===== src/rtl/link_tx_pkg.sv =====
// Shared symbol codes, FSM state encoding and CRC-8 helper for the link TX scheduler.
// LINK_TX_CRC8_EN adds the CRC state between the last payload byte and EOF.
package link_tx_pkg;

    localparam logic [8:0] K28_5 = 9'h1BC;
    localparam logic [8:0] K27_7 = 9'h1FB;
    localparam logic [8:0] K29_7 = 9'h1FD;
    localparam logic [8:0] K30_7 = 9'h1FE;

    localparam logic [7:0] CRC8_POLY = 8'h07;

    typedef enum logic [2:0] {
        ST_SYNC,
        ST_IDLE,
        ST_SOF,
        ST_DATA,
`ifdef LINK_TX_CRC8_EN
        ST_CRC,
`endif
        ST_EOF,
        ST_ABORT,
        ST_DRAIN
    } state_t;

    // MSB-first, non-reflected CRC-8 update by one byte
    function automatic logic [7:0] crc8_next(input logic [7:0] crc, input logic [7:0] data);
        logic [7:0] c;
        c = crc ^ data;
        for (int i = 0; i < 8; i++) begin
            c = c[7] ? ({c[6:0], 1'b0} ^ CRC8_POLY) : {c[6:0], 1'b0};
        end
        return c;
    endfunction

endpackage


===== src/rtl/link_tx_scheduler_rr_arbiter.sv =====
// Round-robin arbiter: the first requester at or after ptr wins; grant is one-hot.
module rr_arbiter #(
    parameter int NREQ = 4,
    localparam int IW = (NREQ > 1) ? $clog2(NREQ) : 1
) (
    input  logic [NREQ-1:0] req,
    input  logic [IW-1:0]   ptr,
    input  logic            en,
    output logic [NREQ-1:0] grant,
    output logic [IW-1:0]   idx
);

    logic [IW-1:0] j;

    // Walk from farthest to nearest so the requester closest to ptr is written last
    always_comb begin
        grant = '0;
        idx   = '0;
        j     = '0;
        if (en) begin
            for (int k = NREQ - 1; k >= 0; k--) begin
                j = IW'((int'(ptr) + k) % NREQ);
                if (req[j]) begin
                    grant    = '0;
                    grant[j] = 1'b1;
                    idx      = j;
                end
            end
        end
    end

endmodule


===== src/rtl/link_tx_scheduler.sv =====
// Frames NREQ byte streams onto one 8b10b encoder input, filling with K28.5 between frames.
// Optional macro LINK_TX_CRC8_EN appends a CRC-8 symbol before EOF on normal frames.
module link_tx_scheduler
    import link_tx_pkg::*;
#(
    parameter int NREQ     = 4,
    parameter int MAXLEN   = 64,
    parameter int IDLE_GAP = 2,
    parameter int SYNC_LEN = 4
) (
    input  logic                     clk,
    input  logic                     reset,
    input  logic [NREQ-1:0]          req_valid,
    input  logic [8*NREQ-1:0]        req_data,
    input  logic [NREQ-1:0]          req_last,
    output logic [NREQ-1:0]          req_ready,
    output logic                     enc_push,
    output logic [8:0]               enc_data,
    output logic                     enc_start,
    output logic [$clog2(NREQ)-1:0]  grant_id,
    output logic                     busy
);

    // state | meaning
    // SYNC  | post-reset comma train, requests ignored
    // IDLE  | comma fill, arbitrate once the gap is met
    // SOF   | emit K27.7 start delimiter
    // DATA  | pass granted bytes, comma on bubbles
    // CRC   | emit payload CRC-8 (LINK_TX_CRC8_EN only)
    // EOF   | emit K29.7 end delimiter
    // ABORT | emit K30.7 after MAXLEN bytes without last
    // DRAIN | pop and discard the rest of the aborted frame

    localparam int IW = $clog2(NREQ);
    localparam int CW = $clog2(MAXLEN + 1);
    localparam int GW = (IDLE_GAP > 0) ? $clog2(IDLE_GAP + 1) : 1;
    localparam int SW = (SYNC_LEN > 1) ? $clog2(SYNC_LEN) : 1;

    localparam logic [CW-1:0] LEN_TC  = CW'(MAXLEN - 1);
    localparam logic [GW-1:0] GAP_TC  = GW'(IDLE_GAP);
    localparam logic [SW-1:0] SYNC_TC = SW'(SYNC_LEN - 1);

    state_t        state, state_nxt;
    logic [SW-1:0] sync_cnt, sync_nxt;
    logic [GW-1:0] gap_cnt, gap_nxt;
    logic [CW-1:0] byte_cnt, byte_nxt;
    logic [IW-1:0] rr_ptr, ptr_nxt;
    logic [IW-1:0] gid_nxt;
    logic [8:0]    sym_nxt;
    logic          start_nxt;
    logic          busy_nxt;
`ifdef LINK_TX_CRC8_EN
    logic [7:0]    crc, crc_nxt;
`endif

    logic [NREQ-1:0] arb_grant;
    logic [IW-1:0]   arb_idx;
    logic            arb_en;
    logic            fire;
    logic [7:0]      sel_data;
    logic            sel_last;

    assign arb_en   = (state == ST_IDLE) && (gap_cnt >= GAP_TC);
    assign sel_data = req_data[{grant_id, 3'b000} +: 8];
    assign sel_last = req_last[grant_id];
    assign fire     = |(req_valid & req_ready);

    rr_arbiter #(.NREQ(NREQ)) u_arb (
        .req   (req_valid),
        .ptr   (rr_ptr),
        .en    (arb_en),
        .grant (arb_grant),
        .idx   (arb_idx)
    );

    always_comb begin
        req_ready = '0;
        if (state == ST_DATA || state == ST_DRAIN) begin
            req_ready[grant_id] = 1'b1;
        end
    end

    always_comb begin
        state_nxt = state;
        sym_nxt   = K28_5;
        start_nxt = 1'b0;
        busy_nxt  = 1'b0;
        sync_nxt  = sync_cnt;
        gap_nxt   = gap_cnt;
        byte_nxt  = byte_cnt;
        ptr_nxt   = rr_ptr;
        gid_nxt   = grant_id;
`ifdef LINK_TX_CRC8_EN
        crc_nxt   = crc;
`endif
        case (state)
            ST_SYNC: begin
                if (sync_cnt == SYNC_TC) begin
                    state_nxt = ST_IDLE;
                    gap_nxt   = GAP_TC;
                end else begin
                    sync_nxt = sync_cnt + 1'b1;
                end
            end
            ST_IDLE: begin
                if (gap_cnt != GAP_TC) begin
                    gap_nxt = gap_cnt + 1'b1;
                end
                if (|arb_grant) begin
                    gid_nxt   = arb_idx;
                    ptr_nxt   = (arb_idx == IW'(NREQ - 1)) ? '0 : arb_idx + 1'b1;
                    state_nxt = ST_SOF;
                end
            end
            ST_SOF: begin
                sym_nxt   = K27_7;
                start_nxt = 1'b1;
                busy_nxt  = 1'b1;
                byte_nxt  = '0;
`ifdef LINK_TX_CRC8_EN
                crc_nxt   = '0;
`endif
                state_nxt = ST_DATA;
            end
            ST_DATA: begin
                busy_nxt = 1'b1;
                if (fire) begin
                    sym_nxt  = {1'b0, sel_data};
                    byte_nxt = byte_cnt + 1'b1;
`ifdef LINK_TX_CRC8_EN
                    crc_nxt  = crc8_next(crc, sel_data);
                    if (sel_last) begin
                        state_nxt = ST_CRC;
                    end else if (byte_cnt == LEN_TC) begin
                        state_nxt = ST_ABORT;
                    end
`else
                    if (sel_last) begin
                        state_nxt = ST_EOF;
                    end else if (byte_cnt == LEN_TC) begin
                        state_nxt = ST_ABORT;
                    end
`endif
                end
            end
`ifdef LINK_TX_CRC8_EN
            ST_CRC: begin
                sym_nxt   = {1'b0, crc};
                busy_nxt  = 1'b1;
                state_nxt = ST_EOF;
            end
`endif
            ST_EOF: begin
                sym_nxt   = K29_7;
                busy_nxt  = 1'b1;
                gap_nxt   = '0;
                state_nxt = ST_IDLE;
            end
            ST_ABORT: begin
                sym_nxt   = K30_7;
                busy_nxt  = 1'b1;
                state_nxt = ST_DRAIN;
            end
            ST_DRAIN: begin
                busy_nxt = 1'b1;
                if (fire && sel_last) begin
                    gap_nxt   = '0;
                    state_nxt = ST_IDLE;
                end
            end
            default: begin
                state_nxt = ST_SYNC;
            end
        endcase
    end

    always_ff @(posedge clk) begin
        if (reset) begin
            state     <= ST_SYNC;
            sync_cnt  <= '0;
            gap_cnt   <= '0;
            byte_cnt  <= '0;
            rr_ptr    <= '0;
            grant_id  <= '0;
            enc_push  <= 1'b0;
            enc_data  <= K28_5;
            enc_start <= 1'b0;
            busy      <= 1'b0;
`ifdef LINK_TX_CRC8_EN
            crc       <= '0;
`endif
        end else begin
            state     <= state_nxt;
            sync_cnt  <= sync_nxt;
            gap_cnt   <= gap_nxt;
            byte_cnt  <= byte_nxt;
            rr_ptr    <= ptr_nxt;
            grant_id  <= gid_nxt;
            enc_push  <= 1'b1;
            enc_data  <= sym_nxt;
            enc_start <= start_nxt;
            busy      <= busy_nxt;
`ifdef LINK_TX_CRC8_EN
            crc       <= crc_nxt;
`endif
        end
    end

endmodule

===== config.mk =====
export PLATFORM = sky130hd
export DESIGN_NAME = link_tx_scheduler
export DESIGN_NICKNAME = d
export VERILOG_FILES = /design/src/rtl/link_tx_pkg.sv /design/src/rtl/link_tx_scheduler_rr_arbiter.sv /design/src/rtl/link_tx_scheduler.sv
export SDC_FILE = /design/constraint.sdc
export NUM_CORES = 1
export LEC_CHECK = 0
export ABC_CLOCK_PERIOD_IN_PS = 3100
export BUFFER_PORTS_ARGS = -buffer_cell sky130_fd_sc_hd__buf_2
export CAP_MARGIN = 10
export CORE_ASPECT_RATIO = 0.8
export CORE_MARGIN = 3
export CORE_UTILIZATION = 30
export CTS_CLUSTER_SIZE = 8
export DETAILED_ROUTE_END_ITERATION = 16
export HOLD_SLACK_MARGIN = 0.05
export SLEW_MARGIN = 0
export SYNTH_ARGS = -nofsm -noshare
export SYNTH_HDL_FRONTEND = slang
export SYNTH_SLANG_ARGS = --single-unit

===== constraint.sdc =====
create_clock -name clk -period 3.1 [get_ports clk]
set_clock_uncertainty 0.05 [all_clocks]
set_input_delay 0.31 -clock clk [delete_from_list [all_inputs] [get_ports clk]]
set_output_delay 0.31 -clock clk [all_outputs]
set_load 0.02 [all_outputs]

Word level (Yosys, flattened, before mapping). Cells that the tools add are included.

Shift operators: 1. Reductions and logical operators: 19. Eq/ne operators: 16. $lt $le $gt $ge: 11. Add/subtract/negate cells: 7. Bitwise logic cells: 2. Muxes and demuxes: 50.

Operator list (count): $pmux 9 s4 (1); $shiftx 32x6->8 (1); $mux 4 (6); $pmux 3 s7 (1); $mux 2 (9); $mux 3 (6); $lt 2x3->1 const B (5); $pmux 7 s2 (1); $mux 1 (13); $bmux 1 s2 (5); $demux 1 s2 (5); $ge 2x1->1 const B (5); $eq 3x3->1 const B (3); $mux 9 (1); $add 2x1->2 const B (4); $pmux 2 s4 (1); $reduce_or 4->1 (2); $add 7x1->7 const B (1); $eq 7x6->1 const B (1); $logic_and 1x1->1 (7); $mux 7 (1); $eq 3x2->1 const B (2); $ne 2x1->1 const B (3); $ne 2x2->1 const B (3); other kinds (15) (19).

Input port bits: 42. Word-level logic and storage cells: 116. Register bits after elaboration: 30. Output and inout bits: 18.

Longest topological paths before layout. Gate-level depths: netlist of run 1.

Depth after elaboration: 13. Gate-level depth with buffers: 11. Gate-level depth less buffers: 9.

Hierarchy. Synthesis of run 1 repeated with hierarchy kept, for this count alone.

Cells, all modules: 233. Area total of the unflattened synthesis: 2155.8 um^2.

Modules (own cells, without submodules): link_tx_scheduler (area an instance 1667.8 um^2, seq. area each 600.6 um^2, times used 1, cells an instance 177); rr_arbiter (area an instance 488.0 um^2, seq. area each 0.0 um^2, times used 1, cells an instance 56).

Worst setup path after synthesis of run 1. Ideal clock, no wire load.

Path type: register -> register. From: register rr_ptr[0]. To: register grant_id[1]. Data arrival time: 2357 ps. Setup slack: 579 ps. Required time: 2935 ps. Clock period less this slack: 2521 ps. Library setup time: 115 ps. Path buffers: 2. Cell stages (with the launch flop): 10. Path through: dfxtp_1 -> buf_4 -> inv_1 -> ha_1 -> buf_6 -> mux2_4 -> or4_4 -> a21o_1 -> and3_1 -> o21a_1.

Word-level cells in the longest chain between the ends: 12. Elaborated cells on any way between the ends: 43. Classes of those cells: add/sub (3); order compare (8); mux (26); reduce/logical (6).

RTL lines: start: declaration (RTL line link_tx_scheduler.sv:47) `logic [IW-1:0] rr_ptr, ptr_nxt;`; start signal: assignment (RTL line link_tx_scheduler.sv:197) `rr_ptr <= ptr_nxt;`; $add 2x2->2 (RTL line link_tx_scheduler_rr_arbiter.sv:22) `j = IW'((int'(ptr) + k) % NREQ);`; $lt 2x3->1 (not written as such) or $ge 2x1->1 (tied branches) (RTL line link_tx_scheduler_rr_arbiter.sv:25) `grant[j] = 1'b1;`; $logic_and 1x1->1 (not written as such) (RTL line link_tx_scheduler_rr_arbiter.sv:25); $mux 1 (not written as such) (RTL line link_tx_scheduler_rr_arbiter.sv:25); $demux 1 s2; $mux 4 (4 in series) (RTL line link_tx_scheduler_rr_arbiter.sv:23) `if (req[j]) begin`; $mux 4 (RTL line link_tx_scheduler_rr_arbiter.sv:20) `if (en) begin`; $reduce_or 4->1 (RTL line link_tx_scheduler.sv:109) `if (|arb_grant) begin`; $reduce_and 2->1 (no source line); end signal: assignment (RTL line link_tx_scheduler.sv:198) `grant_id <= gid_nxt;`; end: declaration (RTL line link_tx_scheduler.sv:20) `output logic [$clog2(NREQ)-1:0] grant_id,`.

Several ways; a longest one is shown, not always the timed one. The select of a mux whose other input is x is not followed. A chain may end at the register's enable or synchronous reset.

Worst setup path in the final report of run 1.
From: register rr_ptr[1]. To: register rr_ptr[0].

Word-level cells in the longest chain between the ends: 12. Elaborated cells on any way between the ends: 46. Classes of those cells: add/sub (4); order compare (8); eq/ne (1); mux (27); reduce/logical (6).

RTL lines (RTL line): $add 2x2->2 (link_tx_scheduler_rr_arbiter.sv:22); $lt 2x3->1 (not written as such) or $ge 2x1->1 (tied branches) (link_tx_scheduler_rr_arbiter.sv:25); $logic_and 1x1->1 (not written as such) (link_tx_scheduler_rr_arbiter.sv:25); $mux 1 (not written as such) (link_tx_scheduler_rr_arbiter.sv:25); $demux 1 s2; $mux 4 (4 in series) (link_tx_scheduler_rr_arbiter.sv:23); $mux 4 (link_tx_scheduler_rr_arbiter.sv:20); $reduce_or 4->1 (link_tx_scheduler.sv:109); $reduce_and 2->1 (no source line).

Several ways; a longest one is shown, not always the timed one. The select of a mux whose other input is x is not followed.

==> impl_results.md, run 1 <==
- Critical path type: register to register
- Yosys warning count: 0
- DRC marker count from the first detailed-route iteration: slightly below 90
- Pin count of the biggest net entering global routing: 20
- Placed Cells: 350
- Leakage: roughly 0.99 nW
- Placed cell area: 0.00237 mm^2
- Final setup margin: ~0.58 ns
- Flop pwr share: a little under two fifths
- Cells after Synth: around 220
- VDD IR max: 0.183 mV
- RSZ-0062 raised after global routing: false
- Count of final hold-check violations: 0
- Synthesized flop and latch total: 30
- Power per cell area: approximately 540 mW/mm^2
- Num CTS Buffers: 5
- Clock Path Buffers: 2
- CP required: approximately 3.2 ns
- NetSw: 495 uW
- CTS tree: built
- Final Non-Filler Cells: between 300 and 400
- Final Max Tran Viols: 0
- First-pass GRT wire length: ~8400 um
- Sw Ratio: a little under two fifths
- Total track usage: between 10% and 20%
- Post-synthesis average cell area: 9.27 um^2
- Outcome: finished, final reports clean
- Reg-to-reg critical path endpoint: rr_ptr[0]
- DR DRC count: 0
- Setup Viol. Count Final: 0
- CP cell instances: inv_1 > ha_1 > buf_4 > nor2b_1 > a21o_1 > nor4_1 > o21ai_1 > o31ai_1
- Post-layout instance area: between 0.002 and 0.0025 mm^2
- CP peak stage delay: 0.49 ns
- Die W: 97.6 um
- Post-CTS sizing: 0
- Vias: approximately 1,900
- First drt pass iteration count: 4
- Asr flop ratio synth: 0%
- Reg2reg start: rr_ptr[1]
- Highest clock rate: between 300 and 400 MHz
- Vias in the first global route: ~1,800
- Core Footprint: between 0.006 and 0.007 mm^2
- Sequential share of the synthesized area: between 20% and 30%
- Post-place setup slack: 0.600 ns
- Worst reg2reg path depth: 8
- Count of input and output buffers: 59
- Worst-skew pair later-pin latency: between 0.2 and 0.3 ns
- Most common cell after layout, fill and taps aside: buf_2
- Clk pwr share: 24.3%
- Combinational cell fraction of total power: around 37%
- Synth-to-Final Area Change: 22.3%
- Clock root buffer: clkbuf_8
- GPL Wtd Cong: between 0.8 and 0.9
- Top_reg_cell synth: dfxtp_1
- Hold depth: 3
- Post-route clock period utilization: about 81%
- Most frequent cells in the layout: 59 x buf_2, 30 x dfxtp_1, 21 x nor2_1, 19 x a21oi_1
- Clk sink count: 30
- Setup bufs post-CTS: 0
- Worst setup EP type: register
- R2R Setup Slk: roughly 0.58 ns
- Initial antenna violation count: 0
- Mapped cell area: 0.00201 mm^2
- Internal power: 838 uW
- Row count: 26
- Initial Utilization: a little under a third
- Clock-pin transition on the worst setup and hold timing paths: about 0.06 ns
- Buf/Inv on CP: 2
- Nets: 327
- EDFF count, synth: 0
- Final HPWL DP: slightly below 4000 um
- Hold-critical path endpoint: enc_data[4]
- Number of fill cells in the layout: 669
- Max_cap viols: 0
- Slew @ Worst Pin: 0.844 ns
- Fraction of layout cells with a size suffix above 1: 34.7%
- Worst Min Path Start: req_data[4]
- Slowest CP cell: dfxtp_1
- Grt total ovfl: 0
- Die area: 0.00773 mm^2
- Critical-path maximum fanout: 9
- Worst path top cell family by delay: compound AO/OA/AOI/OAI gates
- Yosys cell types: 52
- Syn Nets: 271
- Die height: just under 80 um
- WL/cell: 14.3 um
- Post-route minimum period: ~2.5 ns
- H-tree Lvls: 2
- Post-CTS Hold Buffers: 0
- Worst hold path type: input pin to register
- Via density: ~5.2
- # IOs: 60
- Slew HR: 43.2%
- Sum of negative setup slack: 0 ns
- WHS: between 0.3 and 0.4 ns
- Post-Route WL: between 5000 and 6000 um
- Post-DRT Antenna Nets: 0
- # diodes: 0
- WP data arrival: roughly 2.7 ns
- CP startpoint kind: register
[synthesized netlist by cell type (2+ instances only)]
library cell  instances  area, um^2
a21boi_0              2        15.0
a21o_1                3        22.5
a21oi_1              19        95.1
and3_1                4        25.0
buf_2                 2        10.0
buf_4                 2        15.0
buf_6                 2        22.5
clkbuf_1              9        33.8
dfxtp_1              30         601
ha_1                 12         150
inv_1                 6        22.5
mux2i_1               6        60.1
mux4_2               12         270
nand2_1               6        22.5
nand2b_1              3        18.8
nand3_1               7        35.0
nand4_1               5        31.3
nor2_1               21        78.8
nor2b_1               4        25.0
nor3_1                5        25.0
nor3b_1               2        15.0
nor4_1                4        25.0
o21a_1                3        22.5
o21ai_0              10        50.1
o21ai_1               2        10.0
o22ai_1               2        12.5
o31ai_1               3        22.5
or2_2                 4        25.0
or4_1                 2        15.0
or4_4                 2        22.5
xor2_1                2        17.5
[state kept, by name (all words and copies together) (netlist names)]
name       count
gap_cnt        2
enc_start      1
rr_ptr         2
grant_id       2
busy           1
enc_data       9
sync_cnt       2
state          3
enc_push       1
byte_cnt       7
[power by group through the flow]
stage	registers, mW	clock network, mW	logic (mW)
2_1_floorplan	0.500	0	0.398
3_3_place_gp	0.519	0	0.487
3_5_place_dp	0.520	0	0.495
4_1_cts	0.512	0.335	0.497
5_1_grt	0.522	0.351	0.554
6_report	0.512	0.324	0.496
[per-stage QoR]
stage          power, mW  utilization (%)
2_1_floorplan      0.898                -
3_3_place_gp        1.01             36.8
3_5_place_dp        1.02             36.8
4_1_cts             1.34             38.2
5_1_grt             1.43             38.2
6_report            1.33             38.2
[metal layers]
layer  global-route usage (%)  share of wire [%]  vias to the layer above
met2                     20.1                 44                       69
met5                        0                  0                        -
met4                     4.15               0.94                        0
met3                     4.21                7.9                        4
met1                     18.5                 47                      875
li1                         -                  -                      922
[worst max path at each step]
stage,cells past startpoint,slack (ns),to,from
global placement,7,0.70,grant_id[1],rr_ptr[1]
global route,8,0.37,rr_ptr[0],rr_ptr[1]
detailed placement,8,0.60,rr_ptr[0],rr_ptr[1]
finish,8,0.58,rr_ptr[0],rr_ptr[1]
CTS,8,0.59,rr_ptr[0],rr_ptr[1]
floorplan,9,0.58,grant_id[1],rr_ptr[0]
[worst reg2reg max path, stage by stage, from the launching register on]
cell	delay (ns)
dfxtp_1	0.49
inv_1	0.17
ha_1	0.34
buf_4	0.18
nor2b_1	0.14
a21o_1	0.19
nor4_1	0.44
o21ai_1	0.18
o31ai_1	0.24
[layout make-up]
cell class              count  area [um^2]  share of cell area, %
repair buffers             64          333                   13.5
inverters                   7         26.3                   1.07
multi-input cells         165         1300                   53.0
clock buffers               7         86.3                   3.51
clock inverters             1         5.00                  0.203
flip-flops and latches     30          601                   24.4
well taps                  84          105                   4.27
[logic make-up (layout without fill, tap and decap cells)]
family / after synthesis / in the layout / share of synthesized area, %
flops: 30 / 30 / 29.9
mux: 19 / 19 / 17.2
compound gates: 57 / 57 / 18.4
xor+xnor: 3 / 3 / 1.31
buf+inv: 22 / 79 / 5.35
simple gates: 74 / 74 / 20.5
fa+ha+maj: 12 / 12 / 7.46
Power figures use the tool's default switching activity.
==> inputs of run 2 (changes only) <==
--- a/config.mk
+++ b/config.mk
@@ -5,7 +5,7 @@
 export SDC_FILE = /design/constraint.sdc
 export NUM_CORES = 1
 export LEC_CHECK = 0
-export ABC_CLOCK_PERIOD_IN_PS = 3100
+export ABC_CLOCK_PERIOD_IN_PS = 2300
 export BUFFER_PORTS_ARGS = -buffer_cell sky130_fd_sc_hd__buf_2
 export CAP_MARGIN = 10
 export CORE_ASPECT_RATIO = 0.8
==> constraint.sdc (replaced) <==
create_clock -name clk -period 2.3 [get_ports clk]
set_clock_uncertainty 0.05 [all_clocks]
set_input_delay 0.23 -clock clk [delete_from_list [all_inputs] [get_ports clk]]
set_output_delay 0.23 -clock clk [all_outputs]
set_load 0.02 [all_outputs]
==> run 2 against run 1 <==
- cell count rose by 1.7%
- first-iteration DRC count increased by 25%
- sequential cell count stayed put
- via count increased by 1.3%
- power increased by 39%
==> impl_results.md, run 2 (same netlist as run 1, synthesis figures left out) <==
- Initial antenna violation count: 0
- Clock Path Buffers: 2
- CTS tree: built
- Core Footprint: 0.00644 mm^2
- Row count: 26
- Critical path type: register to register
- Clk sink count: 30
- Post-Route WL: about 5000 um
- Leakage: approximately 1.0 nW
- Pin count of the biggest net entering global routing: 20
- Post-route minimum period: between 2 and 2.5 ns
- Post-route clock period utilization: between 90% and 100%
- Critical-path maximum fanout: 10
- Die area: approximately 0.0077 mm^2
- Final Max Tran Viols: 0
- Sum of negative setup slack: 0 ns
- Vias: about 1,900
- Power per cell area: 731 mW/mm^2
- Vias in the first global route: ~1,800
- DRC marker count from the first detailed-route iteration: roughly 110
- RSZ-0062 raised after global routing: false
- Count of input and output buffers: 59
- Setup Viol. Count Final: 0
- Via density: 5.21
- VDD IR max: 0.272 mV
- First-pass GRT wire length: between 8000 and 9000 um
- Final HPWL DP: approximately 3800 um
- Fraction of layout cells with a size suffix above 1: about two fifths
- CP required: roughly 2.5 ns
- Grt total ovfl: 0
- Max reg flops: 9
- Number of fill cells in the layout: between 600 and 700
- Slew @ Worst Pin: between 0.6 and 0.7 ns
- Die W: 97.6 um
- WL/cell: 13.8 um
- Count of final hold-check violations: 0
- CP startpoint kind: register
- Nets: 333
- Synth-to-Final Area Change: 26.2%
- Most frequent cells in the layout: 59 x buf_2, 28 x dfxtp_1, 21 x nor2_1, 19 x a21oi_1, 12 x mux4_2
- Setup bufs post-CTS: 0
- Post-DRT Antenna Nets: 0
- First drt pass iteration count: 4
- Die height: between 70 and 80 um
- Initial Utilization: 31.2%
- Total track usage: 13.8%
- Slew HR: 57.9%
- Post-CTS sizing: 0
- Clock root buffer: clkbuf_8
- Multi-input gate area: between 0.001 and 0.0015 mm^2
- Worst hold path type: input pin to register
- Max_cap viols: 0
- # IOs: 60
- Worst setup EP type: register
- # diodes: 0
- H-tree Lvls: 2
- DR DRC count: 0
- Worst-skew pair later-pin latency: between 0.2 and 0.3 ns
- GPL Wtd Cong: approximately 0.81
- Largest regs: enc_data: 9 flops, byte_cnt: 7 flops, state: 3 flops
- Final Core Density: 39.4%
- Register area: between 600 and 700 um^2
- Most common cell after layout, fill and taps aside: buf_2
- Highest clock rate: 447 MHz
- Outcome: finished, final reports clean
- Post-CTS Hold Buffers: 0
- Most flop-heavy register: enc_data
- Clock-pin transition on the worst setup and hold timing paths: about 0.07 ns
- WP data arrival: approximately 2.4 ns
- Num CTS Buffers: 5
## run 2: cell type report
class	count	area share (%)
sequential	30	23.8
tap	84	4.14
inverter	7	1.23
clock buffer	6	3.25
multi-input combinational	165	52.2
clock inverter	2	0.493
timing repair buffer	70	14.9
## run 2: report_power, final
group          leakage (nW)  total [mW]  internal (mW)  switching, mW
sequential            0.245       0.639          0.592         0.0466
combinational         0.736       0.777          0.341          0.436
clock                0.0472       0.442          0.240          0.202
## run 2: final timing paths
kind                      from           to  slack, ns  depth (start not counted)
setup / recovery     rr_ptr[0]    rr_ptr[0]       0.06                          7
hold / removal    req_data[20]  enc_data[4]       0.29                          3
setup reg to reg     rr_ptr[0]    rr_ptr[0]       0.06                          7
hold reg to reg    byte_cnt[4]  byte_cnt[4]       0.44                          2
## run 2: worst max-delay path, stage by stage, from the launching register on
cell	delay (ns)
dfxtp_4	0.39
inv_6	0.05
ha_4	0.33
mux2_4	0.33
or4_4	0.43
a21oi_2	0.23
o21ai_1	0.11
o31ai_1	0.21
## run 2: per-stage QoR
stage | cell area [um^2] | setup slack [ns] | std cells | hold WS (ns) | power [mW]
after global placement | 2430 | 0.0871 | 356 | 0.418 | 1.41
after CTS | 2530 | 0.0514 | 364 | 0.282 | 1.86
after floorplan | 2040 | -0.0229 | 217 | 0.399 | 1.22
after detailed placement | 2430 | 0.0706 | 356 | 0.435 | 1.42
final | 2540 | 0.0643 | 364 | 0.290 | 1.86
after global routing | 2540 | 0.00646 | 364 | 0.275 | 1.99
## run 2: layer usage
| metal | GRT usage (%) | vias to the layer above | wire length (um) |
|---|---|---|---|
| li1 | - | 937 | - |
| met1 | 19.3 | 870 | 2490 |
| met2 | 20.3 | 80 | 2060 |
| met3 | 3.69 | 8 | 415 |
| met4 | 5.26 | 0 | 65 |
| met5 | 0 | - | 0 |
